**src/rtl/comb_circ_sequencer.sv**
```systemverilog
`timescale 1ns/1ps
`default_nettype none
// ============================================================================
// Module   : comb_circ_sequencer
// Purpose  : Self-test controller for a 3-input combinational block (A,B,C->X).
//            On start it sweeps all eight input vectors in the order
//            {A,B,C} = 000,010,001,011,100,110,101,111. Each vector is held for
//            SETTLE_CYCLES clocks before X is sampled. The sampled values form
//            an 8-bit truth table, which is compared against EXPECTED.
// Ports    : clk       - system clock, rising edge
//            rst_n     - synchronous active-low reset
//            start     - begin a sweep (honoured only while idle)
//            A, B, C   - registered drives to the block under test
//            X         - output of the block under test
//            busy      - sweep in progress (cycle after accept .. DONE)
//            done      - one-cycle pulse when the sweep finishes
//            pass      - truth table matched EXPECTED (valid with done, held)
//            table_out - captured truth table, bit index {A,B,C}
//            fail_idx  - {A,B,C} of the first mismatching vector, 0 if none
// Params   : SETTLE_CYCLES (1..15), EXPECTED (golden table)
// Options  : HALT_ON_MISMATCH_EN - stop the sweep at the first mismatch
// Revision : 1.0 - initial release
// ============================================================================
module comb_circ_sequencer #(
    parameter int unsigned SETTLE_CYCLES = 2,
    parameter logic [7:0]  EXPECTED      = 8'hBA
) (
    input  logic       clk,
    input  logic       rst_n,
    input  logic       start,
    output logic       A,
    output logic       B,
    output logic       C,
    input  logic       X,
    output logic       busy,
    output logic       done,
    output logic       pass,
    output logic [7:0] table_out,
    output logic [2:0] fail_idx
);

    typedef enum logic [2:0] {
        S_IDLE   = 3'd0,
        S_DRIVE  = 3'd1,
        S_SETTLE = 3'd2,
        S_SAMPLE = 3'd3,
        S_DONE   = 3'd4
    } state_t;

    // Counter counts down to zero inclusive, so load one less than the hold time.
    localparam logic [3:0] c_settle_load = 4'(SETTLE_CYCLES - 1);

    state_t     r_state;
    state_t     w_state_next;
    logic [2:0] r_idx;
    logic [3:0] r_cnt;
    logic       r_a;
    logic       r_b;
    logic       r_c;
    logic       r_busy;
    logic       r_pass;
    logic       r_mismatch;
    logic [7:0] r_table;
    logic [2:0] r_fail_idx;

    logic [2:0] w_abc;
    logic       w_bit_bad;
    logic       w_finish;

    assign w_abc     = {r_a, r_b, r_c};
    assign w_bit_bad = (X != EXPECTED[w_abc]);

    // Sweep ends after the last vector, or at the first mismatch when halting.
    always_comb begin
        w_finish = (r_idx == 3'd7);
`ifdef HALT_ON_MISMATCH_EN
        if (w_bit_bad) begin
            w_finish = 1'b1;
        end
`endif
    end

    // ------------------------------------------------------------------
    // State register
    // ------------------------------------------------------------------
    always_ff @(posedge clk) begin
        if (!rst_n) begin
            r_state <= S_IDLE;
        end else begin
            r_state <= w_state_next;
        end
    end

    // ------------------------------------------------------------------
    // Next-state logic
    // ------------------------------------------------------------------
    always_comb begin
        w_state_next = r_state;
        case (r_state)
            S_IDLE: begin
                if (start) begin
                    w_state_next = S_DRIVE;
                end
            end
            S_DRIVE: begin
                w_state_next = S_SETTLE;
            end
            S_SETTLE: begin
                if (r_cnt == 4'd0) begin
                    w_state_next = S_SAMPLE;
                end
            end
            S_SAMPLE: begin
                w_state_next = w_finish ? S_DONE : S_DRIVE;
            end
            S_DONE: begin
                w_state_next = S_IDLE;
            end
            default: begin
                w_state_next = S_IDLE;
            end
        endcase
    end

    // ------------------------------------------------------------------
    // Datapath: drives, settle counter, truth-table capture and verdict
    // ------------------------------------------------------------------
    always_ff @(posedge clk) begin
        if (!rst_n) begin
            r_idx      <= 3'd0;
            r_cnt      <= 4'd0;
            r_a        <= 1'b0;
            r_b        <= 1'b0;
            r_c        <= 1'b0;
            r_busy     <= 1'b0;
            r_pass     <= 1'b0;
            r_mismatch <= 1'b0;
            r_table    <= 8'h00;
            r_fail_idx <= 3'd0;
        end else begin
            case (r_state)
                S_IDLE: begin
                    if (start) begin
                        r_idx      <= 3'd0;
                        r_busy     <= 1'b1;
                        r_pass     <= 1'b0;
                        r_mismatch <= 1'b0;
                        r_table    <= 8'h00;
                        r_fail_idx <= 3'd0;
                    end
                end
                S_DRIVE: begin
                    // {A,C} form the outer count, B toggles fastest.
                    r_a   <= r_idx[2];
                    r_c   <= r_idx[1];
                    r_b   <= r_idx[0];
                    r_cnt <= c_settle_load;
                end
                S_SETTLE: begin
                    if (r_cnt != 4'd0) begin
                        r_cnt <= r_cnt - 4'd1;
                    end
                end
                S_SAMPLE: begin
                    r_table[w_abc] <= X;
                    if (w_bit_bad && !r_mismatch) begin
                        r_mismatch <= 1'b1;
                        r_fail_idx <= w_abc;
                    end
                    if (w_finish) begin
                        // Verdict is registered on entry so it is valid alongside done.
                        r_pass <= ~(r_mismatch | w_bit_bad);
                        r_a    <= 1'b0;
                        r_b    <= 1'b0;
                        r_c    <= 1'b0;
                    end else begin
                        r_idx <= r_idx + 3'd1;
                    end
                end
                S_DONE: begin
                    r_busy <= 1'b0;
                end
                default: begin
                end
            endcase
        end
    end

    assign A         = r_a;
    assign B         = r_b;
    assign C         = r_c;
    assign busy      = r_busy;
    assign done      = (r_state == S_DONE);
    assign pass      = r_pass;
    assign table_out = r_table;
    assign fail_idx  = r_fail_idx;

endmodule
`default_nettype wire

```
**config.mk**
```make
export PLATFORM = sky130hd
export DESIGN_NAME = comb_circ_sequencer
export DESIGN_NICKNAME = d
export VERILOG_FILES = /design/src/rtl/comb_circ_sequencer.sv
export SDC_FILE = /design/constraint.sdc
export NUM_CORES = 1
export LEC_CHECK = 0
export BUFFER_PORTS_ARGS = -buffer_cell sky130_fd_sc_hd__buf_2
export CORE_MARGIN = 3
export CORE_UTILIZATION = 62
export CTS_BUF_LIST = sky130_fd_sc_hd__clkbuf_4
export DETAILED_ROUTE_END_ITERATION = 10
export PLACE_DENSITY = 0.84
export REMOVE_ABC_BUFFERS = 1
export SLEW_MARGIN = 20
export SYNTH_ARGS = -nofsm -noshare
export SYNTH_HDL_FRONTEND = slang
export SYNTH_SLANG_ARGS = --single-unit
```
**constraint.sdc**
```tcl
create_clock -name clk -period 4.5 [get_ports clk]
set_clock_uncertainty 0.2 [all_clocks]
set_input_delay 0.225 -clock clk [delete_from_list [all_inputs] [get_ports clk]]
set_output_delay 0.225 -clock clk [all_outputs]
set_load 0.1 [all_outputs]
```
# --- After elaboration in Yosys (flattened, before gate mapping) ---
# Memories as Yosys holds them, arrays and structs flattened. A register that Yosys moved wholly into a read port is not among the register bits.
# Cells that the tools add are included.
word_totals:
  mem_count: 1
  regBits: 27
  romBits: 8
  input_bits: 4
  out_inout_bits: 17
classes:
  n_reduce_logical: 18
  n_eq_ne: 12
  bitwise: 2
  muxes: 30
  n_lt_le_gt_ge: 2
  n_addsub: 2
memory_table:
  columns: ["memory", "words", "word_bits", "read_ports", "rd_ports_with_merged_regs", "wr", "line", "source"]
  rows:
  - ["(no name shown)", 8, 1, 1, 1, 0, "71", "assign w_bit_bad = (X != EXPECTED[w_abc]);"]
ops:
  columns: ["cell", "n"]
  rows:
  - ["3-bit 2-to-1 mux", 8]
  - ["8-bit case mux with 2 select lines", 1]
  - ["2-bit inequality test, second input constant", 6]
  - ["1-bit case mux with 2 select lines", 6]
  - ["3-bit case mux with 2 select lines", 2]
  - ["3-bit case mux with 4 select lines", 1]
  - ["2-bit AND reduction", 5]
  - ["3-bit AND reduction", 3]
  - ["8-bit bitwise mux", 1]
  - ["8-bit 2-to-1 mux", 1]
  - ["4-bit case mux with 2 select lines", 1]
  - ["2-bit nonzero test", 4]
  - ["1-bit 2-to-1 mux", 7]
  - ["3-bit by 2-bit equality test with 1-bit output, second input constant", 2]
  - ["3-bit equality test, second input constant", 2]
  - ["4-bit logical NOT", 1]
  - ["3-bit by 4-bit < comparator with 1-bit output, second input constant", 1]
  - ["4-bit 2-to-1 mux", 1]
  - ["4-bit nonzero test", 1]
  - ["4-bit by 1-bit subtractor with 4-bit output, second input constant", 1]
  - ["3-bit by 1-bit adder with 3-bit output, second input constant", 1]
  - ["1-bit demux with 3-bit select", 1]
  - ["3-bit by 1-bit equality test with 1-bit output, second input constant", 1]
  - ["3-bit by 1-bit greater-or-equal comparator with 1-bit output, second input constant", 1]
  - ["6 further kinds", 7]

# --- Depth between registers and ports, before layout ---
# Gate-level depths: netlist of run 1.
depth:
  word_depth: 7
  depth_mapped: 7
  mapped_depth_nobuf: 6

# --- Worst setup path before layout of run 1 ---
# Ideal clock, no wire load.
synth_timing:
  kind: "register to register"
  from: "register r_state[1]"
  to: "register r_busy (netlist: busy)"
  arrival_ps: 2996
  n_path_buf: 1
  path_stages_with_launch: 5
  setup_ps: 132
  period_less_slack_ps: 3328
  setup_slack_ps: 1172
  path_cell_list: "dfxtp_1 -> buf_2 -> nor3b_1 -> nand2b_1 -> a21oi_1"
synth_via:
  elab_chain_cells: 3
synth_lines:
  columns: ["item", "line", "source"]
  rows:
  - ["from (decl)", "53", "state_t r_state;"]
  - ["from (signal assigned)", "90", "r_state <= w_state_next;"]
  - ["3-bit equality test *", null, null]
  - ["via done", "36", "output logic done,"]
  - ["2-bit nonzero test (no line)", null, null]
  - ["2-bit AND reduction (no line)", null, null]
  - ["to (signal assigned)", "135", "r_busy <= 1'b0;"]
  - ["to (signal assigned)", "145", "r_busy <= 1'b1;"]
  - ["to (signal assigned)", "181", "r_busy <= 1'b0;"]
  - ["to (decl)", "60", "logic r_busy;"]
# Mark *: on every way through the listed nets, which the timed path passes. The rest lies on a longest branch.
# A chain may end at the register's enable or synchronous reset.

# --- Worst setup path after layout of run 1 ---
layout_timing:
  from: "register r_cnt[0]"
  to: "register r_cnt[1]"
layout_via:
  elab_chain_cells: 3
layout_lines:
  columns: ["item", "line", "source"]
  rows:
  - ["from (decl)", "56", "logic [3:0] r_cnt;"]
  - ["from (signal assigned)", "157", "r_cnt <= c_settle_load;"]
  - ["from (signal assigned)", "161", "r_cnt <= r_cnt - 4'd1;"]
  - ["4-bit by 1-bit subtractor with 4-bit output or 4-bit nonzero test (tied branches)", "161, 160", null]
  - ["4-bit 2-to-1 mux or 2-bit inequality test (tied branches)", null, null]
  - ["4-bit case mux with 2 select lines or 2-bit AND reduction (tied branches)", null, null]
# Parallel ways exist; a longest one is shown, timed or not. The select of a mux whose other input is x is not followed.

==> results.sh, run 1 <==
export IMPL_status="complete, no violations"
export IMPL_cts_inserted_buffers=3
export IMPL_min_period_over_period_pct=43.81
export IMPL_cts_resized=0
export IMPL_ant_nets=0
export IMPL_overflow=0
export IMPL_syn_area_per_cell_um2=9.302
export IMPL_placed_cell_area_mm2=0.001361
export IMPL_grt_pass1_wl_um=4229
export IMPL_swShare_pct=27.97
export IMPL_grt_usage_pct=20.96
export IMPL_crit_fanout=5
export IMPL_cts_max_path_buffers=2
export IMPL_synth_most_common_cell="dfxtp_1"
export IMPL_place_inst=175
export IMPL_worst_pin_slew_ps=763.4
export IMPL_coreArea_mm2=0.001839
export IMPL_globalplace_congestion=0.7926
export IMPL_ir_drop_mv=0.2481
export IMPL_drc_errors=0
export IMPL_combinationalPowerShare_pct=15.4
export IMPL_clk_pin_slew_ps=130
export IMPL_power_density_mw_per_mm2=312.1
export IMPL_p_leak_nw=0.5747
export IMPL_synth_ff_type="dfxtp_1"
export IMPL_multi_input_area_um2=658.1
export IMPL_final_util_pct=75.44
export IMPL_netlist_area_mm2=0.001284
export IMPL_ys_top_cells_by_area="dfxtp_1, nand3_1, ha_1"
export IMPL_hpwlAfterDp_um=1852
export IMPL_drt_iter0_markers=24
export IMPL_power_switching_mw=0.1211
export IMPL_synth_area_leader_cell="dfxtp_1"
export IMPL_final_hold_violation_count=0
export IMPL_cts_root_buffer="clkbuf_4"
export IMPL_diodes=0
export IMPL_chipWidth_um=51.51
export IMPL_via_per_inst=5.670
export IMPL_drive_gt1_share_pct=18.18
export IMPL_die_h_um=51.51
export IMPL_grt_pass1_vias=947
export IMPL_synth_top_cell_area_share_pct=43.66
export IMPL_drt_wl_total_um=2467
export IMPL_critical_path_class="register to register"
export IMPL_synth_seq_area_share_pct=43.66
export IMPL_ys_seq_elements=28
export IMPL_wl_per_cell_um=13.78
export IMPL_clk_insertion_delay_late_ps=310
export IMPL_fp_row_count=15
export IMPL_die_area_mm2=0.002653
export IMPL_power_frac_clock_pct=23.0
export IMPL_cp_end_kind="register"
export IMPL_nFillCells=166
export IMPL_cts_max_level=1
export IMPL_antenna_found_initial=0
export IMPL_fin_setup_tns_ps=0
export IMPL_setup_viol=0
export IMPL_ios=21
export IMPL_fin_nets=164
export IMPL_synth_commonest_cells="dfxtp_1, nand3_1, nand2_1, nor2_1, a21oi_1"
export IMPL_p_seq_share_pct=61.5
export IMPL_syn_inst=138
export IMPL_rsz0062_at_grt="false"
export IMPL_total_power_mw=0.4330
export IMPL_timing_final_crit_period_ps=1971
export IMPL_synth_cell_types=37
export IMPL_area_delta_synth_final_pct=8.090
export IMPL_num_vias=1015
export IMPL_ys_warn_count=0
export IMPL_firstDrtPassIters=4
export IMPL_clock_sinks=28
export IMPL_min_delay_path_class="input port to register"
export IMPL_async_flop_share_pct=0
export IMPL_initial_core_util_pct=69.80
export IMPL_layout_cells_non_filler=179
export IMPL_register_area_um2=560.5
export IMPL_maxSlewViolCount=0
export IMPL_slew_headroom_pct=49.00
export IMPL_maxCapViolations=0
export IMPL_synth_edf_count=0
export IMPL_holdBufCountCts=0
export IMPL_portBuffers=20
export IMPL_worstPathRequired_ps=4550
export IMPL_grt_max_degree=16
export IMPL_cts_tree="built"
export IMPL_internal_power_mw=0.3119
export IMPL_crit_path_start_kind="register"
export IMPL_arrival_ps=2020
export IMPL_post_cts_repair_setup_buffers=0
export IMPL_final_cell_area_mm2=0.001388
export IMPL_timing_fmax_mhz=507.3
-- kinds of logic (layout without fill, tap and decap cells) --
group,Yosys count,count (layout),share of synthesized area (%)
AND/OR/NAND/NOR,62,62,27.00
flip-flops,28,28,43.66
AO/OA/AOI/OAI,22,22,11.99
buffers and inverters,11,27,5.067
multiplexers,6,6,4.679
adder cells (fa/ha/maj),5,5,4.873
XOR/XNOR,4,4,2.730
-- worst max-delay path, stage by stage, from the launching register on --
cell and delay (ps):
dfxtp_1 360, inv_1 90, ha_1 130, or3b_2 460
and2_1 210, or3_1 320, a21oi_1 140
-- power by group through the flow --
stage | registers (mW) | logic [mW] | clock network, mW
final | 0.266 | 0.0669 | 0.0996
after global routing | 0.268 | 0.0755 | 0.110
after CTS | 0.266 | 0.0670 | 0.103
after detailed placement | 0.272 | 0.0666 | 0
after global placement | 0.270 | 0.0643 | 0
after floorplan | 0.280 | 0.0421 | 0
-- registers in the layout (all words and copies together) (netlist names), named ones only --
| name | count |
|---|---|
| C | 1 |
| fail_idx | 3 |
| A | 1 |
| pass | 1 |
| r_idx | 3 |
| busy | 1 |
| B | 1 |
| r_mismatch | 1 |
| r_cnt | 4 |
| table_out | 8 |
| r_state | 3 |
-- worst paths after layout --
| path | start | to | slack, ps | depth (start not counted) |
|---|---|---|---|---|
| min | start | r_state[0] | 40 | 3 |
| min reg2reg | table_out[5] | table_out[5] | 270 | 2 |
| max | r_cnt[0] | r_cnt[1] | 2530 | 6 |
| max reg2reg | r_cnt[0] | r_cnt[1] | 2530 | 6 |
-- layout by cell type, fill, tap and decap left out, types with 2 or more instances in the layout --
| cell type | count |
|---|---|
| a211oi_1 | 2 |
| a21oi_1 | 7 |
| a22oi_1 | 2 |
| and2_1 | 2 |
| buf_2 | 20 |
| clkbuf_4 | 3 |
| dfxtp_1 | 28 |
| ha_1 | 5 |
| inv_1 | 3 |
| mux2i_1 | 6 |
| nand2_1 | 12 |
| nand2b_1 | 6 |
| nand3_1 | 13 |
| nand3b_1 | 4 |
| nor2_1 | 8 |
| nor3_1 | 2 |
| nor3b_1 | 6 |
| o21ai_0 | 3 |
| or3_1 | 2 |
| xor2_1 | 3 |
-- layer usage --
layer	global-route usage, %	vias up	routed length [um]
met5	0	-	0
met4	6.550	0	14
met3	2.579	2	146
met2	36.86	28	1269
met1	26.53	470	1036
li1	-	515	-
-- layout make-up --
class | count | share of cell area, %
inverters | 3 | 0.8115
multi-input cells | 99 | 47.43
clock inverters | 1 | 0.2705
flip-flops and latches | 28 | 40.40
well taps | 25 | 2.254
clock buffers | 3 | 1.623
repair buffers | 20 | 7.214
-- per-stage QoR --
step | worst slack (ps) | hold WS, ps
floorplan | 1195 | 146.7
global placement | 2643 | 241.1
detailed placement | 2557 | 243.0
CTS | 2518 | 25.09
global route | 2422 | 55.09
finish | 2529 | 35.36
Note: power is estimated with default switching activity, not from simulation.
==> inputs of run 2 (changes only) <==
Settings changed: CORE_UTILIZATION 62 to 57, PLACE_DENSITY 0.84 to 0.77.
Clock period 4.5 ns to 2.01 ns, I/O delays scaled along.
==> results.sh, run 2 (synthesis results as in run 1) <==
export IMPL_status="complete, no violations"
export IMPL_worstPathRequired_ps=2080
export IMPL_grt_pass1_vias=988
export IMPL_setup_viol=0
export IMPL_min_period_over_period_pct=96.29
export IMPL_grt_met3_usage_pct=3.099
export IMPL_hpwlAfterDp_um=1979
export IMPL_clk_insertion_delay_late_ps=330
export IMPL_num_vias=1075
export IMPL_crit_fanout=5
export IMPL_cts_root_buffer="clkbuf_4"
export IMPL_chipWidth_um=53.46
export IMPL_cts_max_path_buffers=2
export IMPL_overflow=0
export IMPL_largest_register_ffs=8
export IMPL_maxCapViolations=0
export IMPL_fin_nets=169
export IMPL_diodes=0
export IMPL_timing_final_crit_period_ps=1935
export IMPL_globalplace_congestion=0.8462
export IMPL_crit_buf_inv=1
export IMPL_critical_path_class="register to register"
export IMPL_cts_inserted_buffers=3
export IMPL_total_power_mw=1.002
export IMPL_clk_pin_slew_ps=140
export IMPL_firstDrtPassIters=6
export IMPL_multi_input_area_um2=660.6
export IMPL_grt_busiest_layer="met2"
export IMPL_drive_gt1_share_pct=20.89
export IMPL_final_hold_violation_count=0
export IMPL_cts_max_level=1
export IMPL_cts_tree="built"
export IMPL_p_leak_nw=0.5982
export IMPL_antenna_found_initial=0
export IMPL_rsz0062_at_grt="false"
export IMPL_initial_core_util_pct=62.87
export IMPL_clock_sinks=28
export IMPL_nFillCells=174
export IMPL_ir_drop_mv=0.5350
export IMPL_use_met2_pct=35.71
export IMPL_mostFrequentLayoutCell="dfxtp_1"
export IMPL_ant_nets=0
export IMPL_via_per_inst=5.811
export IMPL_fin_ws_ps=74.65
export IMPL_fp_row_count=16
export IMPL_slowest_delay_ps=470
export IMPL_cp_cell_sequence="inv_1 > ha_1 > or3b_2 > and2_4 > or3_1 > a21oi_1"
export IMPL_grt_max_degree=15
export IMPL_cp_end_kind="register"
export IMPL_worst_pin_slew_ps=573.5
export IMPL_crit_family="simple AND/OR/NAND/NOR gates"
export IMPL_die_area_mm2=0.002857
export IMPL_final_util_pct=70.28
export IMPL_wl_per_cell_um=14.77
export IMPL_hold_worst_slack_ps=269.4
export IMPL_ios=21
export IMPL_power_density_mw_per_mm2=698.0
export IMPL_drt_iter0_markers=26
export IMPL_coreArea_mm2=0.002042
export IMPL_post_place_ws_ps=52.57
export IMPL_arrival_ps=2000
export IMPL_drt_wl_total_um=2733
export IMPL_timing_fmax_mhz=516.7
export IMPL_final_cell_area_mm2=0.001435
export IMPL_layout_common_cells="dfxtp_1, buf_2, nand3_1"
export IMPL_area_delta_synth_final_pct=11.79
export IMPL_drc_errors=0
export IMPL_maxSlewViolCount=0
export IMPL_register_area_um2=561.8
export IMPL_min_delay_path_class="register to register"
export IMPL_grt_usage_pct=21.41
export IMPL_met1_usage_pct=25.90
export IMPL_grt_pass1_wl_um=4409
export IMPL_die_h_um=53.46
export IMPL_crit_path_start_kind="register"
export IMPL_slowest_stage="or3b_2"
export IMPL_placed_cell_area_mm2=0.001371
export IMPL_portBuffers=20
export IMPL_slew_headroom_pct=61.68
## run 2: cell count changes in the layout (fill, tap and decap cells not counted)
cell,change
inv_1,-1
dfxtp_1,-1
dlygate4sd3_1,+3
buf_4,+2
dfxtp_2,+1
and2_1,-1
clkinv_1,-1
inv_2,+1
and2_4,+1
## run 2: through the flow
step | instances | TNS, ps
floorplan | 130 | -2335
global placement | 178 | 0
detailed placement | 178 | 0
CTS | 184 | 0
global route | 185 | 0
finish | 185 | 0
## run 2: what timing repair did
item	in CTS	in global routing
setup endpoints to repair	0	1
endpoints found under the hold margin	9	0
setup buffers	0	1
hold buffers	3	0
resized for setup	0	4
## run 2: power breakdown
part | leakage [nW] | internal, mW | switching, mW
sequential | 0.227 | 0.574 | 0.0242
combinational | 0.358 | 0.0660 | 0.105
clock | 0.0138 | 0.0705 | 0.162
total | 0.598 | 0.710 | 0.292
## run 2: path summary, 6_finish.rpt
check                      end          from  depth (start not counted)  slack [ps]
hold / removal    table_out[6]  table_out[6]                          2         270
setup / recovery      r_cnt[1]      r_cnt[0]                          6          70
hold reg to reg   table_out[6]  table_out[6]                          2         270
setup reg to reg      r_cnt[1]      r_cnt[0]                          6          70
## run 2: per-layer routing
metal	up-vias	wire length [um]
met4	0	54
met1	519	1214
met5	-	0
met3	4	112
met2	27	1352
li1	525	-
## run 2: worst register-to-register path, cell delays in order, from the launching register on
cell and delay (ps):
dfxtp_2 360, inv_1 80, ha_1 130, or3b_2 470, and2_4 180, or3_1 320, a21oi_1 140
## run 2: area by class of cell
cell class                      count  share of cell area (%)
Clock buffer                        3                   1.569
Inverter                            3                  0.7847
Multi-Input combinational cell     99                   46.03
Sequential cell                    28                   39.15
Tap cell                           27                   2.354
Timing Repair Buffer               25                   10.11
